**config.mk**
```make
export PLATFORM = sky130hd
export DESIGN_NAME = alu
export DESIGN_NICKNAME = d
export VERILOG_FILES = /design/src/rtl/alu_pkg.sv /design/src/rtl/alu_core.sv /design/src/rtl/alu.sv
export SDC_FILE = /design/constraint.sdc
export NUM_CORES = 1
export LEC_CHECK = 0
export CAP_MARGIN = 20
export CORE_ASPECT_RATIO = 0.75
export CORE_MARGIN = 5
export CORE_UTILIZATION = 55
export CTS_CLUSTER_SIZE = 8
export DETAILED_ROUTE_END_ITERATION = 16
export GPL_TIMING_DRIVEN = 0
export MAX_ROUTING_LAYER = met4
export PLACE_DENSITY = 0.74
export SLEW_MARGIN = 40
export SYNTH_ARGS = -nofsm -noshare
export SYNTH_HDL_FRONTEND = slang
export SYNTH_SLANG_ARGS = --single-unit
```
**constraint.sdc**
```tcl
create_clock -name clk -period 36.5 [get_ports clk]
set_clock_uncertainty 0.05 [all_clocks]
set_input_delay 7.3 -clock clk [delete_from_list [all_inputs] [get_ports clk]]
set_output_delay 7.3 -clock clk [all_outputs]
set_load 0.02 [all_outputs]
```
**src/rtl/alu_pkg.sv**
```systemverilog
`default_nettype none
// ============================================================================
// Module   : alu_pkg
// Purpose  : Instruction type and function-code constants shared by the ALU.
// Revision : 1.0
// ============================================================================
package alu_pkg;

  localparam logic [1:0] TYPE_A = 2'b00;
  localparam logic [1:0] TYPE_B = 2'b01;
  localparam logic [1:0] TYPE_C = 2'b10;
  localparam logic [1:0] TYPE_D = 2'b11;

  localparam logic [3:0] FN_ADD = 4'b1111;
  localparam logic [3:0] FN_SUB = 4'b1110;
  localparam logic [3:0] FN_AND = 4'b1101;
  localparam logic [3:0] FN_OR  = 4'b1100;
  localparam logic [3:0] FN_MUL = 4'b0001;
  localparam logic [3:0] FN_DIV = 4'b0010;
  localparam logic [3:0] FN_SLL = 4'b1010;
  localparam logic [3:0] FN_SRL = 4'b1011;
  localparam logic [3:0] FN_ROL = 4'b1000;
  localparam logic [3:0] FN_ROR = 4'b1001;

endpackage : alu_pkg
`default_nettype wire

```
**src/rtl/alu_core.sv**
```systemverilog
`default_nettype none
// ============================================================================
// Module   : alu_core
// Purpose  : Combinational result datapath; only type A produces a non-zero result.
// Revision : 1.0
// ============================================================================
module alu_core
  import alu_pkg::*;
(
  input  logic [1:0]  i_type,
  input  logic [3:0]  i_funct,
  input  logic [15:0] i_a,
  input  logic [15:0] i_b,
  output logic [15:0] o_result
);

  logic [31:0] w_mul_full;
  logic [31:0] w_rol_wide;
  logic [31:0] w_ror_wide;
  logic [3:0]  w_sh;

  // Rotates shift a doubled copy of A so the wrapped bits fall into the kept half
  always_comb begin
    w_sh       = i_b[3:0];
    w_mul_full = {16'h0000, i_a} * {16'h0000, i_b};
    w_rol_wide = {i_a, i_a} << w_sh;
    w_ror_wide = {i_a, i_a} >> w_sh;
  end

  always_comb begin
    o_result = 16'h0000;
    if (i_type == TYPE_A) begin
      case (i_funct)
        FN_ADD:  o_result = i_a + i_b;
        FN_SUB:  o_result = i_a - i_b;
        FN_AND:  o_result = i_a & i_b;
        FN_OR:   o_result = i_a | i_b;
        FN_MUL:  o_result = w_mul_full[15:0];
        FN_DIV:  o_result = (i_b == 16'h0000) ? 16'hFFFF : (i_a / i_b);
        FN_SLL:  o_result = i_a << w_sh;
        FN_SRL:  o_result = i_a >> w_sh;
        FN_ROL:  o_result = w_rol_wide[31:16];
        FN_ROR:  o_result = w_ror_wide[15:0];
        default: o_result = 16'h0000;
      endcase
    end
  end

endmodule : alu_core
`default_nettype wire

```
**src/rtl/alu.sv**
```systemverilog
`default_nettype none
// ============================================================================
// Module   : alu
// Purpose  : Instruction field split plus one-cycle registered ALU result.
// Revision : 1.0
// ============================================================================
module alu
  import alu_pkg::*;
(
  input  logic        clk,
  input  logic        rst,
  input  logic [15:0] inp,
  output logic [15:0] out
);

  logic [1:0]  instr_type;
  logic [1:0]  sub_id_unused;
  logic [3:0]  funct;
  logic [15:0] op_a;
  logic [15:0] op_b;
  logic [15:0] core_result;
  logic [15:0] out_d;
  logic [15:0] out_q;

  // The sub-identifier carries no meaning here: types B/C/D all yield zero
  always_comb begin
    instr_type    = inp[15:14];
    sub_id_unused = inp[13:12];
    op_a          = {12'h000, inp[11:8]};
    op_b          = {12'h000, inp[7:4]};
    funct         = inp[3:0];
  end

  alu_core u_core (
    .i_type   (instr_type),
    .i_funct  (funct),
    .i_a      (op_a),
    .i_b      (op_b),
    .o_result (core_result)
  );

  always_comb begin
    out_d = core_result;
  end

  always_ff @(posedge clk) begin
    if (!rst) begin
      out_q <= 16'h0000;
    end else begin
      out_q <= out_d;
    end
  end

  assign out = out_q;

endmodule : alu
`default_nettype wire

```
## Word-level counts from Yosys, hierarchy flattened

Index checks and enable logic that the tools add are counted.
W data, S select, Z words.

- Input bits: 18
- Bits in registers: 16
- Word-level logic and storage cells: 26
- Output and inout bits: 16

- Equal/unequal tests: 10
- Mux-type cells: 2
- Reductions and logical operators: 3
- Div/mod/pow operators: 1
- Bitwise operators: 2
- Multiply operators: 1
- Add/sub/neg operators: 2
- Shift-type cells: 4

Operators by type and width:

| cell | count |
|---|---|
| $pmux W16 S10 | 1 |
| $eq A4 B4 Y1 const B | 8 |
| $shl A20 B4 Y32 | 1 |
| $shr A20 B4 Y16 | 1 |
| $div A4 B4 Y16 | 1 |
| $logic_not A16 Y1 | 1 |
| $mux W16 | 1 |
| $shl A4 B4 Y16 | 1 |
| $shr A4 B4 Y16 | 1 |
| $mul A4 B4 Y8 | 1 |
| $add A4 B4 Y5 | 1 |
| $sub A4 B4 Y5 | 1 |
| $and A4 B4 Y4 | 1 |
| $eq A4 B1 Y1 const B | 1 |
| $eq A4 B2 Y1 const B | 1 |
| $or A4 B4 Y4 | 1 |
| $logic_not A2 Y1 | 1 |
| $reduce_and A2 Y1 | 1 |

## Depth between registers and ports, before layout

- Depth in word-level cells: 3
- Mapped depth: 130
- Gate-level depth less buffers: 127

## Modules after synthesis

From an unflattened synthesis, not the netlist that was laid out.

- Cells, all modules: 2029
- Area total of the unflattened synthesis: 14527.7 µm²

By module, submodules not included:

| module | area each (µm²) | instances | sequential area each (µm²) | cells each |
|---|---|---|---|---|
| alu_core | 14077.3 | 1 | 0.0 | 1995 |
| alu | 450.4 | 1 | 320.3 | 34 |

## Least setup slack after synthesis

OpenSTA, ideal clock, no wires.

- Path type: input-to-reg
- From: input port inp[6]
- To: register out_q[0], in the netlist out[0]
- Setup slack: 5.543 ns
- Arrival: 30.783 ns
- Path buffers: 3
- Required time: 36.325 ns
- Cell stages on the path: 117
- Library setup time: 0.125 ns
- Cells stage by stage: clkbuf_1 > inv_1 > ha_1 > o211a_1 > o21ai_0 > inv_1 > ha_1 > or3_1 > o22a_1 > mux2i_1 > ha_1 > a21o_1 > o21a_1 > nor2_1 > o211ai_4 > mux2_2 > ha_1 > or3_1 > [81 not listed] > o21ai_0 > nand2b_1 > a21oi_1 > inv_1 > a211oi_2 > and2_1 > and3_1 > buf_2 > mux2i_1 > ha_1 > a21boi_0 > o21ai_0 > nand2b_1 > a2111oi_0 > o221a_2 > o2111a_1 > o211a_1 > a31oi_1

- Longest elaborated chain between the ends: 3
- Elaborated cells between the ends (all ways): 8
- Classes of those cells: div: 1; shift: 4; mux: 2; reduce/logical: 1

RTL lines:

| what | line | RTL |
|---|---|---|
| start, declared | alu.sv:12 | `input logic [15:0] inp,` |
| $div A4 B4 Y16 or $logic_not A16 Y1 (tied branches) | alu_core.sv:39 | `FN_DIV: o_result = (i_b == 16'h0000) ? 16'hFFFF : (i_a / i_b);` |
| $mux W16 | alu_core.sv:39 |  |
| $pmux W16 S10 (*) | alu_core.sv:33 | `case (i_funct)` |
| end signal, assigned | alu.sv:50 | `out_q <= out_d;` |
| end, declared | alu.sv:23 | `logic [15:0] out_q;` |

Every way passes the cells marked *; elsewhere a longest branch is shown, timed or not.
A chain may end at the register's enable or synchronous reset.

## Worst setup path after layout

Ends and elaborated chain as after synthesis.

==> run_results.csv <==
group,metric,value,unit
global_routing,grt.total_usage,28.5,%
worst_setup_path,worstPathArrival,34600,ps
logic_synthesis,avgSynthCellArea,7.23,sq um
clock_tree,cts.reportedPaths.clkPinSlew,60,ps
timing,fin_crit_sh,94.6,%
die,ios,34,
finish,area.growth.synth_to_final,10.7,%
die,rows,36,
global_routing,grt_pass1_wl,35400,um
logic_synthesis,yosysSeqAreaShare,4.50,%
job,max_cap_violations,0,
logic_synthesis,async_flop_share,0,%
finish,final_cell_mix,"nor2_1, nand2_1, ha_1",
clock_tree,htree_levels,1,
finish,final_common_cell,"nor2_1",
timing,fin_crit,34510,ps
logic_synthesis,syn-instance-count,985,
timing,fmax,29.0,MHz
global_routing,grt_max_degree,27,
logic_synthesis,ys_types,115,
drt,drt_iter0_markers,900,
timing,slew_headroom,37.9,%
worst_setup_path,path_common_cell,"ha_1",
clock_tree,cts_tree,"done",
placed_design,dp_hpwl,17200,um
clock_tree,cts.sink_count,16,
drt,num_vias,7829,
drt,drtPass1Iterations,6,
finish,largest_reg_flops,16,
drt,wl,21800,um
worst_setup_path,cp_max_fo,22,
logic_synthesis,synth-seq-cells,16,
clock_tree,cts_buffers,3,
placed_design,place_area,0.00769,sq mm
placed_design,place_congestion,0.999,
worst_setup_path,critical-path-slowest-cell,"clkdlybuf4s50_1",
global_routing,antenna_found_initial,0,
drt,antenna_left,0,
drt,wl_per_cell,18.1,um
timing,drv_slew,0,
worst_setup_path,critPathMaxStageDelay,650,ps
logic_synthesis,syn_area,0.00712,sq mm
worst_setup_path,critPathRequiredTime,36590,ps
finish,drive_gt1_share,11.3,%
timing,worstMarginPinSlew,918,ps
drt,drc,0,
logic_synthesis,yosys_warnings,0,
clock_tree,cts_hold_buffers,0,
logic_synthesis,synth_edf_count,0,
die,die_w,141,um
timing,finalHoldViolations,0,
die,start_util,55.5,%
min_path,hold_path_class,"in -> reg",
logic_synthesis,synthFlopType,"dfxtp_1",
clock_tree,clockBufferDepth,2,
global_routing,grt-ovfl-total,0,
placed_design,portBuffers,30,
finish,nets,1144,
die,chipHeight,109,um
worst_setup_path,path_class,"in -> reg",
outcome,status,"complete, no violations",
die,die_area,0.0153,sq mm
timing,setup_viol,0,
clock_tree,clockRootBuffer,"clkbuf_16",
finish,antenna_cells,0,
finish,final_area,0.00788,sq mm
die,core_region_area,0.0128,sq mm
worst_setup_path,worstSetupStartpointType,"primary input",
worst_setup_path,crit_path_end_kind,"flip-flop",
drt,viasPerCell,6.50,
global_routing,grt_pass1_vias,7000,
[Yosys cell counts, drive strengths merged, types with 4 or more instances]
master	count	area, sq um
o311ai	6	60.1
o31a	4	35.0
o2111ai	6	58.8
o211a	8	80.1
o21a	27	203
and3	8	55.1
mux2	15	176
clkbuf	19	71.3
fa	6	120
o22ai	9	56.3
nor4b	5	43.8
nand2	93	354
nand3	13	70.1
xnor2	21	191
a21oi	78	394
a21o	17	128
xor2	12	105
or3	18	113
nor3	47	257
or2	18	113
o221ai	5	67.6
a31oi	25	184
o22a	4	35.0
o221a	4	53.8
nand2b	24	150
ha	85	1060
inv	33	124
a211o	7	62.6
nor2b	11	68.8
a211oi	22	190
o211ai	18	149
o31ai	7	52.6
o21ai	63	334
and2	11	71.3
nor2	108	410
buf	10	75.1
dfxtp	16	320
nand4	13	87.6
nor4	6	58.8
mux2i	20	229
a21boi	4	33.8
[cells by family after synthesis]
logic type,synth area share [%]
compound gates,36.7
xor+xnor,4.16
fa+ha+maj,16.8
buf+inv,3.90
flops,4.50
mux,5.69
other cells,0.0527
simple gates,28.2
[path summary, 6_finish.rpt]
kind	startpoint	to	cells after the start
max	inp[6]	out[0]	117
min	inp[1]	out[1]	5
[metrics by stage]
step	utilization, %	setup slack [ps]	TNS (ps)	hold WS (ps)	instances
after global routing	61.4	-52.4	-52.4	7840	1205
after floorplan	-	5540	0	7530	994
after CTS	60.6	503	0	7770	1199
after global placement	59.7	354	0	8050	1195
final	61.4	1990	0	7800	1205
after detailed placement	59.9	330	0	8030	1195
[critical path, delay by kind of cell]
kind            cells  cell delay [ps]
simple gates       36             7620
buf+inv             9             2130
fa+ha+maj          14             4060
compound gates     51            11330
mux                 7             2140
[layer usage]
| layer | routed length [um] | track usage, % | vias up |
|---|---|---|---|
| met3 | 1690 | 4.24 | 29 |
| met1 | 11100 | 42.8 | 3605 |
| met5 | 0 | - | - |
| met4 | 246 | 3.70 | 0 |
| met2 | 8730 | 41.1 | 319 |
| li1 | - | - | 3876 |
[timing repair]
action	4_1_cts	5_1_grt
endpoints found under the hold margin	0	0
gates resized for setup	0	17
setup buffers	0	6
endpoints found under the setup margin	0	2
[final cells by class]
class                      count  area [sq um]
inverter                      35           135
buffer                        29           149
clock buffer                   4          88.8
tap                          171           214
sequential                    16           320
multi-input combinational    914          6630
fill                        1251          4960
timing repair buffer          36           345
Power is left out: the tool's default activity adds up to more than one toggle a clock period on the data nets, which glitch-free logic cannot reach.
